### src/rtl/en_pulse_gen.sv
// en_pulse_gen: enable-triggered pulse generator.
// A rising edge on en (accepted only when idle) starts an optional delay,
// then dout goes high for hi_len cycles. In periodic mode high/low phases
// repeat while en stays high. Timing inputs are captured at the trigger edge.
module en_pulse_gen #(
  parameter int CNT_W = 8
) (
  input  logic             clk,
  input  logic             aresetn,
  input  logic             en,
  input  logic             mode,
  input  logic [CNT_W-1:0] dly,
  input  logic [CNT_W-1:0] hi_len,
  input  logic [CNT_W-1:0] lo_len,
  output logic             dout,
  output logic             busy,
  output logic             done
);

  typedef enum logic [1:0] {
    IDLE  = 2'd0,
    DELAY = 2'd1,
    HIGH  = 2'd2,
    LOW   = 2'd3
  } state_e;

  localparam logic [CNT_W-1:0] ONE = CNT_W'(1);

  state_e           state_q, state_d;
  logic             en_d_q;
  logic             mode_q, mode_d;
  logic [CNT_W-1:0] cnt_q, cnt_d;
  logic [CNT_W-1:0] hi_q, hi_d;
  logic [CNT_W-1:0] lo_q, lo_d;
  logic             dout_q, busy_q, done_q;
  logic             done_d;

  logic             trigger;
  logic             last;
  logic [CNT_W-1:0] hi_eff;
  logic [CNT_W-1:0] lo_eff;

  // A zero length would otherwise produce an empty phase; clamp it to one cycle.
  assign hi_eff  = (hi_len == '0) ? ONE : hi_len;
  assign lo_eff  = (lo_len == '0) ? ONE : lo_len;
  assign trigger = en & ~en_d_q;
  // The counter holds the cycles remaining in the current phase, so the
  // phase ends on the edge where it would drop below one.
  assign last    = (cnt_q <= ONE);

  // Next-state, counter and latched-config logic.
  always_comb begin
    // NOTE: every signal gets a default first so no path can infer a latch.
    state_d = state_q;
    cnt_d   = cnt_q;
    mode_d  = mode_q;
    hi_d    = hi_q;
    lo_d    = lo_q;
    done_d  = 1'b0;

    unique case (state_q)
      IDLE: begin
        if (trigger) begin
          mode_d = mode;
          hi_d   = hi_eff;
          lo_d   = lo_eff;
          if (dly == '0) begin
            state_d = HIGH;
            cnt_d   = hi_eff;
          end else begin
            state_d = DELAY;
            cnt_d   = dly;
          end
        end
      end

      DELAY: begin
        // Dropping en during the delay aborts silently: no pulse, no done.
        if (!en) begin
          state_d = IDLE;
          cnt_d   = '0;
        end else if (last) begin
          state_d = HIGH;
          cnt_d   = hi_q;
        end else begin
          cnt_d = cnt_q - ONE;
        end
      end

      HIGH: begin
        // The high phase always runs to completion; en is only looked at
        // when deciding what follows it.
        if (last) begin
          if (!mode_q || !en) begin
            state_d = IDLE;
            cnt_d   = '0;
            done_d  = 1'b1;
          end else begin
            state_d = LOW;
            cnt_d   = lo_q;
          end
        end else begin
          cnt_d = cnt_q - ONE;
        end
      end

      LOW: begin
        if (!en) begin
          state_d = IDLE;
          cnt_d   = '0;
          done_d  = 1'b1;
        end else if (last) begin
          state_d = HIGH;
          cnt_d   = hi_q;
        end else begin
          cnt_d = cnt_q - ONE;
        end
      end

      default: begin
        state_d = IDLE;
        cnt_d   = '0;
      end
    endcase
  end

  // State, counters, edge-detect register and registered outputs.
  always_ff @(posedge clk) begin
    // NOTE: reset is synchronous and wins over everything, including an
    // in-flight sequence; no done strobe is produced by a reset.
    if (!aresetn) begin
      state_q <= IDLE;
      en_d_q  <= 1'b0;
      mode_q  <= 1'b0;
      cnt_q   <= '0;
      hi_q    <= '0;
      lo_q    <= '0;
      dout_q  <= 1'b0;
      busy_q  <= 1'b0;
      done_q  <= 1'b0;
    end else begin
      // NOTE: non-blocking assignments so every register samples pre-edge values.
      state_q <= state_d;
      en_d_q  <= en;
      mode_q  <= mode_d;
      cnt_q   <= cnt_d;
      hi_q    <= hi_d;
      lo_q    <= lo_d;
      dout_q  <= (state_d == HIGH);
      busy_q  <= (state_d != IDLE);
      done_q  <= done_d;
    end
  end

  assign dout = dout_q;
  assign busy = busy_q;
  assign done = done_q;

endmodule

### config.mk
export PLATFORM = sky130hd
export DESIGN_NAME = en_pulse_gen
export DESIGN_NICKNAME = d
export VERILOG_FILES = /design/src/rtl/en_pulse_gen.sv
export SDC_FILE = /design/constraint.sdc
export NUM_CORES = 1
export LEC_CHECK = 0
export BUFFER_PORTS_ARGS = -buffer_cell sky130_fd_sc_hd__buf_2
export CORE_MARGIN = 5
export CORE_UTILIZATION = 38
export DETAILED_ROUTE_END_ITERATION = 7
export HOLD_SLACK_MARGIN = 0.08
export PLACE_DENSITY_LB_ADDON = 0.2
export SKIP_CTS_REPAIR_TIMING = 1
export SYNTH_ARGS = -nofsm -noshare
export SYNTH_HDL_FRONTEND = slang
export SYNTH_SLANG_ARGS = --single-unit
### constraint.sdc
create_clock -name clk -period 4.8 [get_ports clk]
set_clock_uncertainty 0.15 [all_clocks]
set_input_delay 0.24 -clock clk [delete_from_list [all_inputs] [get_ports clk]]
set_output_delay 0.24 -clock clk [all_outputs]
set_load 0.05 [all_outputs]
# After elaboration in Yosys (flattened, before gate mapping)
# Cells that the tools add are included.
# word_totals
register_bits	31
latch_bits	0
ram_bits	0
mem_bits_ro	0
inputBits	28
out_inout_bits	3
elab_cells	48
n_memories	0
# classes
add_sub_neg	1
multipliers	0
div_mod_pow	0
order_cmp	1
n_eq_ne	5
n_shift	0
n_mux	20
bitwise_logic	2
n_reduce_logical	10
# ops
cell	count
8-bit 2-to-1 mux	8
8-bit zero test	3
8-bit one-hot mux with 3 select lines	1
2-bit 2-to-1 mux	6
8-bit by 1-bit <= comparator with 1-bit output (second input constant)	1
8-bit by 1-bit subtractor with 8-bit output (second input constant)	1
2-bit equality test (second input constant)	3
2-bit one-hot mux with 3 select lines	1
1-bit 2-to-1 mux	3
2-bit by 1-bit equality test with 1-bit output (second input constant)	1
1-bit zero test	2
2-bit zero test	1
2-bit inequality test (second input constant)	1
1-bit one-hot mux with 2 select lines	1
2-bit AND reduction	1
2-bit nonzero test	1
2-bit OR reduction	1
1-bit bitwise AND	1
1-bit logical OR	1
1-bit inverter	1

# Depth between registers and ports, before layout
# depth
ltp_word	6
depth_mapped	7
ltp_nobuf	6

# Worst setup path after synthesis
# No wires, ideal clock.
# synth_path
path_kind	register to register
startpoint	reg cnt_q[0]
endpoint	reg busy_q, in the netlist busy
setup_ns	0.120
t_arrival_ns	1.702
t_required_ns	4.530
path_slack_ns	2.828
path_stages_with_launch	8
path_buffers	1
synth_period_minus_slack_ns	1.972
path_cell_list	dfxtp_1 > inv_1 > ha_1 > or2_1 > clkbuf_1 > nand3_4 > a211o_1 > o31a_1
# synth_between
elab_chain_len	5
word_cells_on_any_way	6
classes_between	order compare: 1; mux: 4; reduce/logical: 1
# synth_rtl
element	line	source
start, declared	32	logic [CNT_W-1:0] cnt_q, cnt_d;
start signal, assigned	146	cnt_q <= cnt_d;
8-bit by 1-bit <= comparator with 1-bit output *	49	assign last = (cnt_q <= ONE);
2-bit 2-to-1 mux	82, 112	
2-bit 2-to-1 mux	79	if (!en) begin
2-bit one-hot mux with 3 select lines *	61	unique case (state_q)
2-bit nonzero test *	150	busy_q <= (state_d != IDLE);
end signal, assigned	150	
end, declared	35	logic dout_q, busy_q, done_q;
# Mark *: on every way between the ends. The rest lies on a longest branch, timed or not.
# A chain may end at the register's enable or synchronous reset.

# Final worst setup path
# layout_path
startpoint	reg state_q[0]
endpoint	reg dout_q, in the netlist dout
# layout_between
elab_chain_len	4
word_cells_on_any_way	11
classes_between	eq/ne: 4; mux: 5; reduce/logical: 2
# layout_rtl
element	line	source
start, declared	29	state_e state_q, state_d;
start signal, assigned	143	state_q <= state_d;
2-bit equality test (tied with other cells)	61	
2-bit OR reduction (no line) / 2-bit 2-to-1 mux (equally long branches)	n/a	
2-bit one-hot mux with 3 select lines *	61	
2-bit equality test *	149	dout_q <= (state_d == HIGH);
end signal, assigned	149	
end, declared	35	
# Marks and branches as above.

==> qor.csv <==
stage,metric,value,unit
outcome,status,completed,
job,maxCapViolCount,0,
yosys,ys_warn_count,0,
cts,cts_tree,yes,
critical_path,crit_arrival,2.34,ns
route,finalWirelength,5.42,mm
yosys,syn_avg_cell_area,7.82,um^2
floorplan,initial_core_util,0.386,
sta,tightest_slew,0.799,ns
sta,max_freq,0.432,GHz
floorplan,die_area,6210,um^2
sta,period_minus_slack,2.32,ns
floorplan,num_io_pins,31,
global_routing,grt_pass1_wl,8.59,mm
cts,numClockSinks,31,
yosys,synth_area_leaders,"dfxtp_1 (34%), nand2_1 (8.1%), a21oi_1 (6.1%)",
finish,nFillCells,475,
critical_path,cpMaxStageDelayCell,or4b_1,
critical_path,startpoint_type,flop,
placed_design,dpl.hpwl,3.87,mm
yosys,synth_compound_area_frac,0.263,
placed_design,io_buffers,30,
route,wl_per_cell,17.4,um
sta,relSlewSlack,0.466,
route,antenna_left,0,
yosys,synth_cells,230,
critical_path,worstPathCellList,"or4b_1, a21oi_1, nor3_1, and3_1",
critical_path,path_buf_inv,0,
finish,finalNonFillerCells,312,
global_routing,overflow,0,
critical_path,critical_path.top_delay_family,simple AND/OR/NAND/NOR gates,
sta,hold_viol_final,0,
yosys,synth_nets,260,
finish,layout-drive-gt1-share,0.163,
yosys,ys_async_sr_fraction,0,
floorplan,die_x,78.8,um
global_routing,antenna_found_initial,0,
cts,path_clk_slew,0.06,ns
route,post-route-drc-count,0,
critical_path,worstPathMaxFanout,23,
route,vias_per_cell,5.98,
floorplan,die_y,78.8,um
sta,setup_tns,0,ns
finish,nNetsFinal,287,
sta,drv_slew,0,
power_and_ir_drop,power_density,325,nW/um^2
global_routing,grt_max_degree,24,
critical_path,worstPathRequired,4.83,ns
critical_path,cpPeakStageDelay,0.89,ns
route,vias,1866,
global_routing,first_global_vias,1703,
yosys,synth.top_cell.area_share,0.345,
finish,antenna_cells,0,
finish,fin_area,2100,um^2
floorplan,rows,25,
critical_path,critPathKind,reg -> reg,
floorplan,core,4660,um^2
finish,final_util,0.450,
sta,rsz0062_at_grt,no,
yosys,synth.distinct_cells,49,
power_and_ir_drop,p_leak,0.826,nW
global_routing,grt_usage,0.179,
yosys,synth_top_family_by_area,simple AND/OR/NAND/NOR gates,
placed_design,post-place-ws,2.49,ns
yosys,synth_edf_count,0,
placed_design,gp_congestion,0.897,
yosys,yosys.area_share.simple,0.275,
route,drtIter0Drc,149,
cts,cts-root-buf,clkbuf_8,
yosys,synthXorXnorAreaFrac,0.00974,
cts,cts_made_buffers,5,
cts,worstSkewPairLatency,0.28,ns
cts,ctsLongestPathBuffers,2,
power_and_ir_drop,peakVddDrop,145,uV
yosys,synth-adder-area-share,0.0139,
finish,syn_to_final_growth,16.5,%
min_path,hp-class,in -> reg,
placed_design,dpl_cell_area,1950,um^2
yosys,ys_seq_area_frac,0.345,
yosys,muxShareOfSynthArea,0.0403,
critical_path,endpoint_kind,flop,
placed_design,dp_cells,298,
yosys,synthFlopType,dfxtp_1,
yosys,syn_area,1800,um^2
sta,post-route-period-util,0.483,
sta,fin_ws,2.48,ns
yosys,synth_area_leader_cell,dfxtp_1,
sta,setup_viol_count_final,0,
route,first_pass_iters,5,
yosys,ys_seq_elements,31,
cts,h-tree-depth,2,
## cell type report
class | count | area [um^2] | share of cell area
Multi-Input combinational cell | 177 | 1090 | 0.520
Sequential cell | 31 | 621 | 0.296
Timing Repair Buffer | 37 | 218 | 0.104
Clock buffer | 7 | 76.3 | 0.0364
Tap cell | 54 | 67.6 | 0.0322
Inverter | 5 | 18.8 | 0.00896
Clock inverter | 1 | 5.00 | 0.00239
## path summary, 6_finish.rpt
check / start / end / slack [ns] / cells after the start
worst max register to register: state_q[0]$_SDFF_PN0_ / dout$_SDFF_PN0_ / 2.48 / 4
worst min-delay path: lo_len[2] / lo_q[2]$_SDFFE_PN0P_ / 0.06 / 3
worst max-delay path: state_q[0]$_SDFF_PN0_ / dout$_SDFF_PN0_ / 2.48 / 4
worst min register to register: hi_q[2]$_SDFFE_PN0P_ / hi_q[2]$_SDFFE_PN0P_ / 0.31 / 2
## power by group
group / switching [mW] / internal (mW) / leakage, nW
registers: 0.0259 / 0.277 / 0.254
logic: 0.110 / 0.0689 / 0.529
clock network: 0.0983 / 0.102 / 0.0422
total: 0.235 / 0.447 / 0.826
## flip-flops by register name, summed over array words and instances (netlist names)
register  count
busy          1
lo_q          8
done          1
mode_q        1
hi_q          8
state_q       2
dout          1
en_d_q        1
cnt_q         8
## layout by cell type, fill, tap and decap left out, types with 6 or more instances in the layout
master,synthesis,routed
nand2_1,39,39
dfxtp_1,31,31
buf_2,7,30
a21oi_1,22,22
o21ai_0,11,11
nand3_1,10,10
nor2_1,9,9
nor4_1,6,6
dlygate4sd3_1,0,6
## cells by family after synthesis
| logic type | after synthesis |
|---|---|
| AND/OR/NAND/NOR | 94 |
| AO/OA/AOI/OAI | 72 |
| flip-flops | 31 |
| buffers and inverters | 22 |
| multiplexers | 7 |
| XOR/XNOR | 2 |
| adder cells (fa/ha/maj) | 2 |
## worst reg2reg max path, cell delays in order, from the launching register on
cell and delay, ns:
dfxtp_1 0.53, or4b_1 0.89, a21oi_1 0.37, nor3_1 0.09, and3_1 0.19
## metal layers
layer  up-vias  share of wire  GRT usage
met5         -              0          0
met4         0          0.016     0.0790
met3        10          0.069     0.0442
met2        75           0.47      0.284
met1       873           0.44      0.230
li1        908              -          -
## cells in the mapped netlist, types with 2 or more instances
master and number:
mux2i_1 5, clkbuf_1 9, nor3_4 2, a21oi_1 22, nand3_1 10, ha_1 2, and3_1 4, nor3_1 5
nor2b_1 2, xor2_1 2, a31oi_1 2, nor4_1 6, o31ai_1 2, a32o_1 2, nand4_1 3, o41ai_1 2
inv_1 5, nor2_1 9, o211ai_1 2, o22ai_1 3, o31a_1 3, or3_1 3, o21ai_0 11, o2bb2ai_1 3
a211o_1 2, nand2b_1 2, a211oi_1 3, mux2_1 2, buf_2 7, dfxtp_1 31, a22oi_1 5, o21ai_1 2
nor4b_1 2, nand2_1 39, a22o_1 2
## metrics by stage
| step | hold slack [ns] | power, mW |
|---|---|---|
| after global routing | 0.0806 | 0.720 |
| after detailed placement | 0.297 | 0.479 |
| final | 0.0568 | 0.682 |
| after global placement | 0.294 | 0.482 |
| after floorplan | 0.226 | 0.429 |
| after CTS | 0.0353 | 0.680 |
(Power assumes the default switching activity.)
